`config.mk`:
```
export PLATFORM = sky130hd
export DESIGN_NAME = key_entry_buffer
export DESIGN_NICKNAME = d
export VERILOG_FILES = /design/src/rtl/key_entry_pkg.sv /design/src/rtl/key_timeout_counter.sv /design/src/rtl/key_entry_buffer.sv
export SDC_FILE = /design/constraint.sdc
export NUM_CORES = 1
export LEC_CHECK = 0
export CAP_MARGIN = 0
export CELL_PAD_IN_SITES_DETAIL_PLACEMENT = 1
export CELL_PAD_IN_SITES_GLOBAL_PLACEMENT = 1
export CORE_MARGIN = 10
export CORE_UTILIZATION = 36
export DETAILED_ROUTE_END_ITERATION = 10
export PLACE_DENSITY = 0.81
export RECOVER_POWER = 100
export SLEW_MARGIN = 20
export SYNTH_ARGS = -nofsm -noshare
export SYNTH_HDL_FRONTEND = slang
export SYNTH_SLANG_ARGS = --single-unit
```
`constraint.sdc`:
```
create_clock -name CLK_KE -period 3.2 [get_ports CLK_KE]
set_clock_uncertainty 0.05 [all_clocks]
set_input_delay 0.64 -clock CLK_KE [delete_from_list [all_inputs] [get_ports CLK_KE]]
set_output_delay 0.64 -clock CLK_KE [all_outputs]
set_load 0.005 [all_outputs]
```
`src/rtl/key_entry_pkg.sv`:
```
// Shared constants, state encoding and key decode helper for the keypad code entry buffer.
package key_entry_pkg;

    localparam int unsigned DIGITS = 4;
    localparam int unsigned KEY_W  = 4;
    localparam int unsigned CODE_W = DIGITS * KEY_W;
    localparam int unsigned CNT_W  = 3;

    localparam logic [KEY_W-1:0] KEY_BKSP  = 4'hB;
    localparam logic [KEY_W-1:0] KEY_CLEAR = 4'hC;
    localparam logic [KEY_W-1:0] KEY_ENTER = 4'hE;

    typedef enum logic [1:0] {
        IDLE    = 2'd0,
        COLLECT = 2'd1,
        FULL    = 2'd2,
        PRESENT = 2'd3
    } state_e;

    function automatic logic is_digit(input logic [KEY_W-1:0] key);
        return key <= 4'd9;
    endfunction

endpackage

```
`src/rtl/key_timeout_counter.sv`:
```
// Idle-cycle counter for partial entries; expire_c fires when the count reaches TIMEOUT_CYCLES-1.
module key_timeout_counter #(
    parameter int unsigned TIMEOUT_CYCLES = 1000
) (
    input  logic clk,
    input  logic rst_n,
    input  logic reload,
    input  logic enable,
    output logic expire_c
);

    localparam int unsigned TMR_W = $clog2(TIMEOUT_CYCLES);
    localparam logic [TMR_W-1:0] LAST = TMR_W'(TIMEOUT_CYCLES - 1);

    logic [TMR_W-1:0] tmr_q;
    logic [TMR_W-1:0] tmr_d;

    // A reload in the expiring cycle suppresses the expire
    assign expire_c = enable && !reload && (tmr_q == LAST);

    always_comb begin
        tmr_d = tmr_q;
        if (reload || !enable || expire_c) begin
            tmr_d = '0;
        end else begin
            tmr_d = tmr_q + TMR_W'(1);
        end
    end

    always_ff @(posedge clk or negedge rst_n) begin
        if (!rst_n) begin
            tmr_q <= '0;
        end else begin
            tmr_q <= tmr_d;
        end
    end

endmodule

```
`src/rtl/key_entry_buffer.sv`:
```
// Keypad code entry buffer: collects four digits, presents the code until acknowledged.
// Define KEY_ENTRY_TIMEOUT_EN to compile in the idle timeout that clears partial entries.
module key_entry_buffer
    import key_entry_pkg::*;
#(
    parameter int unsigned TIMEOUT_CYCLES = 1000
) (
    input  logic        CLK_KE,
    input  logic        RST_KE,
    input  logic        Key_Valid_KE,
    input  logic [3:0]  Key_Code_KE,
    input  logic        Code_Ack_KE,
    output logic [15:0] Code_KE,
    output logic        Code_Valid_KE,
    output logic [2:0]  Digit_Cnt_KE,
    output logic        Err_KE
);

    // A one-cycle timeout would fire on every idle cycle and has no meaningful counter width
    if (TIMEOUT_CYCLES < 2) begin : g_bad_timeout
        $error("key_entry_buffer: TIMEOUT_CYCLES must be at least 2");
    end

    state_e state_q;
    state_e state_d;

    logic [CODE_W-1:0] buf_q;
    logic [CODE_W-1:0] buf_d;
    logic [CODE_W-1:0] code_q;
    logic [CODE_W-1:0] code_d;
    logic [CNT_W-1:0]  cnt_q;
    logic [CNT_W-1:0]  cnt_d;
    logic              valid_q;
    logic              valid_d;
    logic              err_q;
    logic              err_d;

    logic is_digit_c;
    logic is_bksp_c;
    logic is_clear_c;
    logic is_enter_c;
    logic key_act_c;
    logic has_room_c;
    logic empty_c;
    logic timeout_c;

    assign is_digit_c = is_digit(Key_Code_KE);
    assign is_bksp_c  = (Key_Code_KE == KEY_BKSP);
    assign is_clear_c = (Key_Code_KE == KEY_CLEAR);
    assign is_enter_c = (Key_Code_KE == KEY_ENTER);
    assign has_room_c = (cnt_q < CNT_W'(DIGITS));
    assign empty_c    = (cnt_q == '0);

    // Recognised keys only count outside PRESENT; they also reload the idle timer
    assign key_act_c = Key_Valid_KE && (state_q != PRESENT) &&
                       (is_digit_c || is_bksp_c || is_clear_c || is_enter_c);

`ifdef KEY_ENTRY_TIMEOUT_EN
    logic tmr_en_c;
    assign tmr_en_c = (state_q == COLLECT) || (state_q == FULL);

    key_timeout_counter #(
        .TIMEOUT_CYCLES (TIMEOUT_CYCLES)
    ) u_timeout (
        .clk      (CLK_KE),
        .rst_n    (RST_KE),
        .reload   (key_act_c),
        .enable   (tmr_en_c),
        .expire_c (timeout_c)
    );
`else
    assign timeout_c = 1'b0;
`endif

    always_ff @(posedge CLK_KE or negedge RST_KE) begin
        if (!RST_KE) begin
            state_q <= IDLE;
        end else begin
            state_q <= state_d;
        end
    end

    always_comb begin
        state_d = state_q;
        if (state_q == PRESENT) begin
            if (Code_Ack_KE) begin
                state_d = IDLE;
            end
        end else if (key_act_c) begin
            if (is_digit_c) begin
                if (has_room_c) begin
                    state_d = (cnt_q == CNT_W'(DIGITS - 1)) ? FULL : COLLECT;
                end
            end else if (is_bksp_c) begin
                if (!empty_c) begin
                    state_d = (cnt_q == CNT_W'(1)) ? IDLE : COLLECT;
                end
            end else if (is_clear_c) begin
                state_d = IDLE;
            end else begin
                state_d = (state_q == FULL) ? PRESENT : IDLE;
            end
        end else if (timeout_c) begin
            state_d = IDLE;
        end
    end

    always_comb begin
        buf_d = buf_q;
        cnt_d = cnt_q;
        err_d = 1'b0;
        if (state_q == PRESENT) begin
            if (Code_Ack_KE) begin
                buf_d = '0;
                cnt_d = '0;
            end
        end else if (key_act_c) begin
            if (is_digit_c) begin
                if (has_room_c) begin
                    buf_d = {buf_q[CODE_W-KEY_W-1:0], Key_Code_KE};
                    cnt_d = cnt_q + CNT_W'(1);
                end
            end else if (is_bksp_c) begin
                if (!empty_c) begin
                    buf_d = buf_q >> KEY_W;
                    cnt_d = cnt_q - CNT_W'(1);
                end
            end else if (is_clear_c) begin
                buf_d = '0;
                cnt_d = '0;
            end else if (state_q != FULL) begin
                buf_d = '0;
                cnt_d = '0;
                err_d = 1'b1;
            end
        end else if (timeout_c) begin
            buf_d = '0;
            cnt_d = '0;
            err_d = 1'b1;
        end
        // Partial codes never reach the comparator
        code_d  = (state_d == PRESENT) ? buf_d : '0;
        valid_d = (state_d == PRESENT);
    end

    always_ff @(posedge CLK_KE or negedge RST_KE) begin
        if (!RST_KE) begin
            buf_q   <= '0;
            cnt_q   <= '0;
            code_q  <= '0;
            valid_q <= 1'b0;
            err_q   <= 1'b0;
        end else begin
            buf_q   <= buf_d;
            cnt_q   <= cnt_d;
            code_q  <= code_d;
            valid_q <= valid_d;
            err_q   <= err_d;
        end
    end

    assign Code_KE       = code_q;
    assign Code_Valid_KE = valid_q;
    assign Digit_Cnt_KE  = cnt_q;
    assign Err_KE        = err_q;

endmodule

```
==> reports/qor.yml, run 1 <==
outcome: "finished, violations left"
violations: "max-capacitance violations, max-slew violations"
grt_max_degree: 40
start_util: 0.377
ant_nets: 0
final_cells: 320
grt.total_usage: 0.125
ys_types: 52
r2r-start: "Digit_Cnt_KE[0]"
drtIter0Drc: 119
drv_cap: 1
cts_root_buf: "clkbuf_8"
power_frac_seq: 0.400
power_frac_comb: 0.437
remaining_drc_errors: 0
place.gp.congestion: 0.886
multi_input_area_sq_mm: 0.00100
vias_per_cell: 5.47
min_period_over_period: 0.915
cts_tree: "done"
syn-num-nets: 226
stdcell_area_sq_mm: 0.00253
intPower_w: 0.00117
grt_overflow: 0
endpoint_kind: "flip-flop"
min_period_ps: 2930
setup_viol: 0
die_y_microns: 96.6
worstPathArrival_ps: 3060
finalSetupTns_ps: 0
cpMaxStageDelayCell: "dlygate4sd3_1"
drt-total-wl_microns: 5740
yosys_warnings: 0
syn_inst: 214
p_leak_nw: 1.17
dieArea_sq_mm: 0.00933
grt_first_pass_wirelength_microns: 9870
ir_drop_mv: 0.328
synth-edff-count: 0
rsz0062_at_grt: "false"
syn2layout_area_growth_pct: 19.8
insertion_delay_ps: 290
clkSinkCount: 39
synth-seq-cells: 39
utilization: 0.452
cts_setup_buffers: 0
hold_start: "buf_q[2]"
n_antenna_cell: 0
dr.pass1.iters: 4
num_vias: 1751
cp-start-kind: "input pin"
netlist_area_sq_mm: 0.00211
postLayoutSetupSlackWorst_ps: 271
seq_area_sq_um: 976
cts_made_buffers: 5
report.final.slew_viol_count: 40
min_path_type: "flip-flop to flip-flop"
num_io_pins: 29
io_buffers: 28
async_flop_share: 1.00
finalHoldViolations: 0
max_freq_ghz: 0.341
crit_buf_inv: 2
num_rows: 27
clk_path_buf_depth: 2
synth-seq-area-share: 0.462
required_ps: 3330
ys.flop_type: "dfrtp_1"
antenna_found_initial: 0
dieWidth_microns: 96.6
worstPathCellList: "dlygate4sd3_1 > and2_4 > o21ai_4 > nand2_4 > or4_4 > a21oi_4 > inv_2 > and2_0"
postCtsResizedCells: 0
grt_pass1_vias: 1888
worstMarginPinSlew_ps: 2050
slowest_delay_ps: 670
cts_hold_buf: 0
nets: 259
crit_family: "simple AND/OR/NAND/NOR gates"
slew_headroom: -0.365
fillCellCount: 668
power.switching_w: 0.000804
power_frac_clock: 0.162
hpwl_microns: 4270
htree_num_levels: 2
crit_type: "input pin to flip-flop"
power_density_mw_per_mm2: 780
cts.clk_slew.worst_paths_ps: 70
dp.cells: 312
place_ws_ps: 17.7
swShare: 0.407
crit_start: "Key_Code_KE[2]"
layout-drive-gt1-share: 0.113
wl_per_cell_microns: 17.9
placed_area_sq_mm: 0.00248
crit_fanout: 12
core-area_sq_mm: 0.00561
synth.avg_cell_area_sq_um: 9.88
[metal layers]
layer / GRT usage / up-vias / share of wire
li1: - / 839 / -
met1: 0.152 / 868 / 0.45
met2: 0.199 / 36 / 0.49
met3: 0.0405 / 8 / 0.049
met4: 0.0451 / 0 / 0.014
met5: 0 / - / 0
[per-stage QoR]
step,total power [W],hold WS (ps)
after floorplan,0.00136,294
after global placement,0.00168,453
after detailed placement,0.00171,450
after CTS,0.00205,428
after global routing,0.00214,485
final,0.00197,472
[sequential cells by signal, indices dropped and copies added, names as in the netlist]
register / cells
state_q: 2
Digit_Cnt_KE: 3
Code_KE: 16
buf_q: 16
Err_KE: 1
Code_Valid_KE: 1
[synthesized netlist by cell type (2+ instances only)]
master    instances  area share
and2_1            4       0.012
buf_4             2      0.0071
nand2b_1          5       0.015
nand3_1           7       0.017
buf_6             2       0.011
o211ai_1          8       0.028
o21ai_0          10       0.024
clkbuf_1          3      0.0053
and3_1            2      0.0059
or3_1             3      0.0089
dfrtp_1          39        0.46
and2_4           10       0.041
buf_2             4      0.0095
a31oi_1           5       0.015
nor3b_1           3       0.011
nor3_1            2      0.0047
inv_1            12       0.021
a32o_1            4       0.019
o22ai_1           5       0.015
a211o_1           2      0.0083
a21oi_1          17       0.040
nand4_1           3      0.0089
nor2b_1           3      0.0089
nor2_1            9       0.016
o22a_1            2      0.0083
ha_1              4       0.024
nand2_1          17       0.030
or2_2             3      0.0089
[layout make-up]
type / count / area share
Clock buffer: 7 / 0.0301
Clock inverter: 1 / 0.00198
Inverter: 13 / 0.0193
Multi-Input combinational cell: 151 / 0.396
Sequential cell: 39 / 0.385
Tap cell: 72 / 0.0356
Timing Repair Buffer: 37 / 0.132
[worst paths after layout]
| check | endpoint | slack (ps) | cells past startpoint |
|---|---|---|---|
| worst min register to register | buf_q[2] | 470 | 1 |
| worst min-delay path | buf_q[2] | 470 | 1 |
| worst max-delay path | Code_KE[14] | 270 | 8 |
| min in group asynchronous | buf_q[4] | 880 | 1 |
| worst max register to register | Code_KE[14] | 710 | 9 |
| max in group asynchronous | buf_q[10] | 1050 | 1 |
[worst reg2reg max path, stage by stage (launching register included)]
cell and delay [ps]:
dfrtp_1 440, inv_1 120, ha_1 180, nor2b_1 210, or3_1 170, a21oi_1 70
or4_4 560, a21oi_4 270, inv_2 140, and2_0 180
[cell families after synthesis]
family | synth area share
and+or+nand+nor | 0.218
AOI/OAI and AO/OA | 0.232
DFF | 0.462
buffers and inverters | 0.0556
adders and majority gates | 0.0237
xor gates and xnor gates | 0.00415
muxes | 0.00474
[cell usage in the layout (no fill, tap or decap), types with 7 or more instances in the layout]
master and n:
dfrtp_1 39, dlygate4sd3_1 23, a21oi_1 17, nand2_1 17, inv_1 12, o21ai_0 10
nor2_1 9, o211ai_1 8, and2_0 8, nand3_1 7, buf_4 7
[power by group through the flow]
stage	Combinational [W]	Sequential, W	Clock, W
6_report	0.000863	0.000791	0.000321
5_1_grt	0.000971	0.000816	0.000356
4_1_cts	0.000916	0.000795	0.000335
3_5_place_dp	0.000904	0.000803	0
3_3_place_gp	0.000878	0.000802	0
2_1_floorplan	0.000614	0.000748	0
(Power assumes the default switching activity.)
==> run 2, diff against run 1 <==
- CELL_PAD_IN_SITES_DETAIL_PLACEMENT: 1 -> unset
- CELL_PAD_IN_SITES_GLOBAL_PLACEMENT: 1 -> unset
- PLACE_DENSITY: 0.81 -> 0.68
==> run 2 against run 1 <==
The run still ends with max-capacitance violations, max-slew violations left. Global-route usage is 0.97 points lower. Sequential power hardly changed. Via count is 2.9% higher. Highest routed layer unchanged.
==> reports/qor.yml, run 2 (synthesis results as in run 1) <==
antenna_found_initial: 0  # unchanged
layout-drive-gt1-share: 0.133  # was 0.113
top_layer: "met4"  # unchanged
worstMarginPinSlew_ps: 2010  # was 2050 ps
utilization: 0.458  # was 0.452
dieArea_sq_mm: 0.00933  # unchanged
drv_cap: 1  # unchanged
clkSinkCount: 39  # unchanged
report.final.slew_viol_count: 40  # unchanged
dieWidth_microns: 96.6  # unchanged
io_buffers: 28  # unchanged
crit_type: "input pin to flip-flop"  # unchanged
hpwl_microns: 3920  # was 4270 microns
dp.cells: 313  # was 312
cts_made_buffers: 5  # unchanged
grt_first_pass_wirelength_microns: 9180  # was 9870 microns
min_path_type: "flip-flop to flip-flop"  # unchanged
insertion_delay_ps: 290  # about the same
placed_area_sq_mm: 0.00248  # about the same
rsz0062_at_grt: "false"  # unchanged
cts_hold_buf: 0  # unchanged
num_vias: 1802  # was 1751
grt_max_degree: 40  # unchanged
grt.total_usage: 0.115  # was 0.125
seq_area_sq_um: 976  # unchanged
cts_setup_buffers: 0  # unchanged
finalPower_w: 0.00204  # was 0.00197 W
ant_nets: 0  # unchanged
wl_met3_microns: 368  # was 279 microns
dr.pass1.iters: 4  # unchanged
place.gp.congestion: 0.902  # was 0.886
clk_path_buf_depth: 2  # unchanged
wl_per_cell_microns: 17.0  # was 17.9 microns
multi_input_area_sq_mm: 0.00100  # about the same
finalSetupTns_ps: 0  # unchanged
required_ps: 3320  # was 3330 ps
n_antenna_cell: 0  # unchanged
start_util: 0.377  # unchanged
final_cell_mix: "39 x dfrtp_1, 22 x dlygate4sd3_1, 18 x a21oi_1"  # was 39 x dfrtp_1, 23 x dlygate4sd3_1, 17 x a21oi_1, 17 x nand2_1, 12 x inv_1
syn2layout_area_growth_pct: 21.6  # was 19.8%
max_freq_ghz: 0.340  # was 0.341 GHz
slew_headroom: -0.342  # was -0.365
drtIter0Drc: 130  # was 119
die_y_microns: 96.6  # unchanged
stdcell_area_sq_mm: 0.00257  # was 0.00253 sq mm
violations: "max-capacitance violations, max-slew violations"  # unchanged
final_cells: 320  # unchanged
postCtsResizedCells: 0  # unchanged
min_period_ps: 2940  # was 2930 ps
fillCellCount: 567  # was 668
final_common_cell: "dfrtp_1"  # unchanged
nets: 260  # was 259
cts_root_buf: "clkbuf_8"  # unchanged
vias_per_cell: 5.63  # was 5.47
core-area_sq_mm: 0.00561  # unchanged
p_leak_nw: 1.20  # was 1.17 nW
outcome: "finished, violations left"  # unchanged
grt_pass1_vias: 1804  # was 1888
setup_viol: 0  # unchanged
num_rows: 27  # unchanged
drt-total-wl_microns: 5450  # was 5740 microns
htree_num_levels: 2  # unchanged
cts.clk_slew.worst_paths_ps: 70  # about the same
grt_overflow: 0  # unchanged
min_period_over_period: 0.920  # was 0.915
power_density_mw_per_mm2: 794  # was 780 mW/mm^2
num_io_pins: 29  # unchanged
routed-wl-met2_microns: 2550  # was 2800 microns
cp-start-kind: "input pin"  # unchanged
crit_fanout: 12  # unchanged
remaining_drc_errors: 0  # unchanged
cts_tree: "done"  # unchanged
endpoint_kind: "flip-flop"  # unchanged
wl_met1_microns: 2400  # was 2580 microns
finalHoldViolations: 0  # unchanged
ir_drop_mv: 0.339  # was 0.328 mV
worstPathArrival_ps: 3060  # about the same
[run 2: layer usage]
metal | global-route usage | vias to the layer above
li1 | - | 847
met1 | 0.145 | 889
met2 | 0.174 | 55
met3 | 0.0355 | 11
met4 | 0.0530 | 0
met5 | 0 | -
[run 2: area by class of cell]
class | instances | share of cell area
clock buffer | 6 | 0.0282
clock inverter | 1 | 0.0117
inverter | 13 | 0.0190
multi-input combinational | 151 | 0.390
sequential | 39 | 0.380
tap | 72 | 0.0351
timing repair buffer | 38 | 0.136
[run 2: per-stage QoR]
step	setup slack, ps	hold slack (ps)
floorplan	744	294
detailed placement	14.0	463
global route	138	492
CTS	321	443
global placement	92.4	450
finish	257	469
[run 2: power by group]
part	internal, W	switching, W	total (W)
sequential	0.000647	0.000145	0.000792
clock	0.000229	0.000167	0.000396
combinational	0.000378	0.000474	0.000853
total	0.00125	0.000786	0.00204
[run 2: critical path: stages]
cell	delay, ps
dlygate4sd3_1	680
and2_4	210
o21ai_4	250
nand2_4	110
or4_4	550
a21oi_4	280
inv_2	160
and2_0	180
[run 2: final timing paths]
check,start,end,slack [ps],cells after the start
min,buf_q[12],buf_q[12],470,1
max reg2reg,Digit_Cnt_KE[0],Code_KE[3],700,9
max,Key_Code_KE[0],Code_KE[3],260,8
min reg2reg,buf_q[12],buf_q[12],470,1
min in group asynchronous,RST_KE,state_q[1],860,1
max in group asynchronous,RST_KE,buf_q[14],1080,1
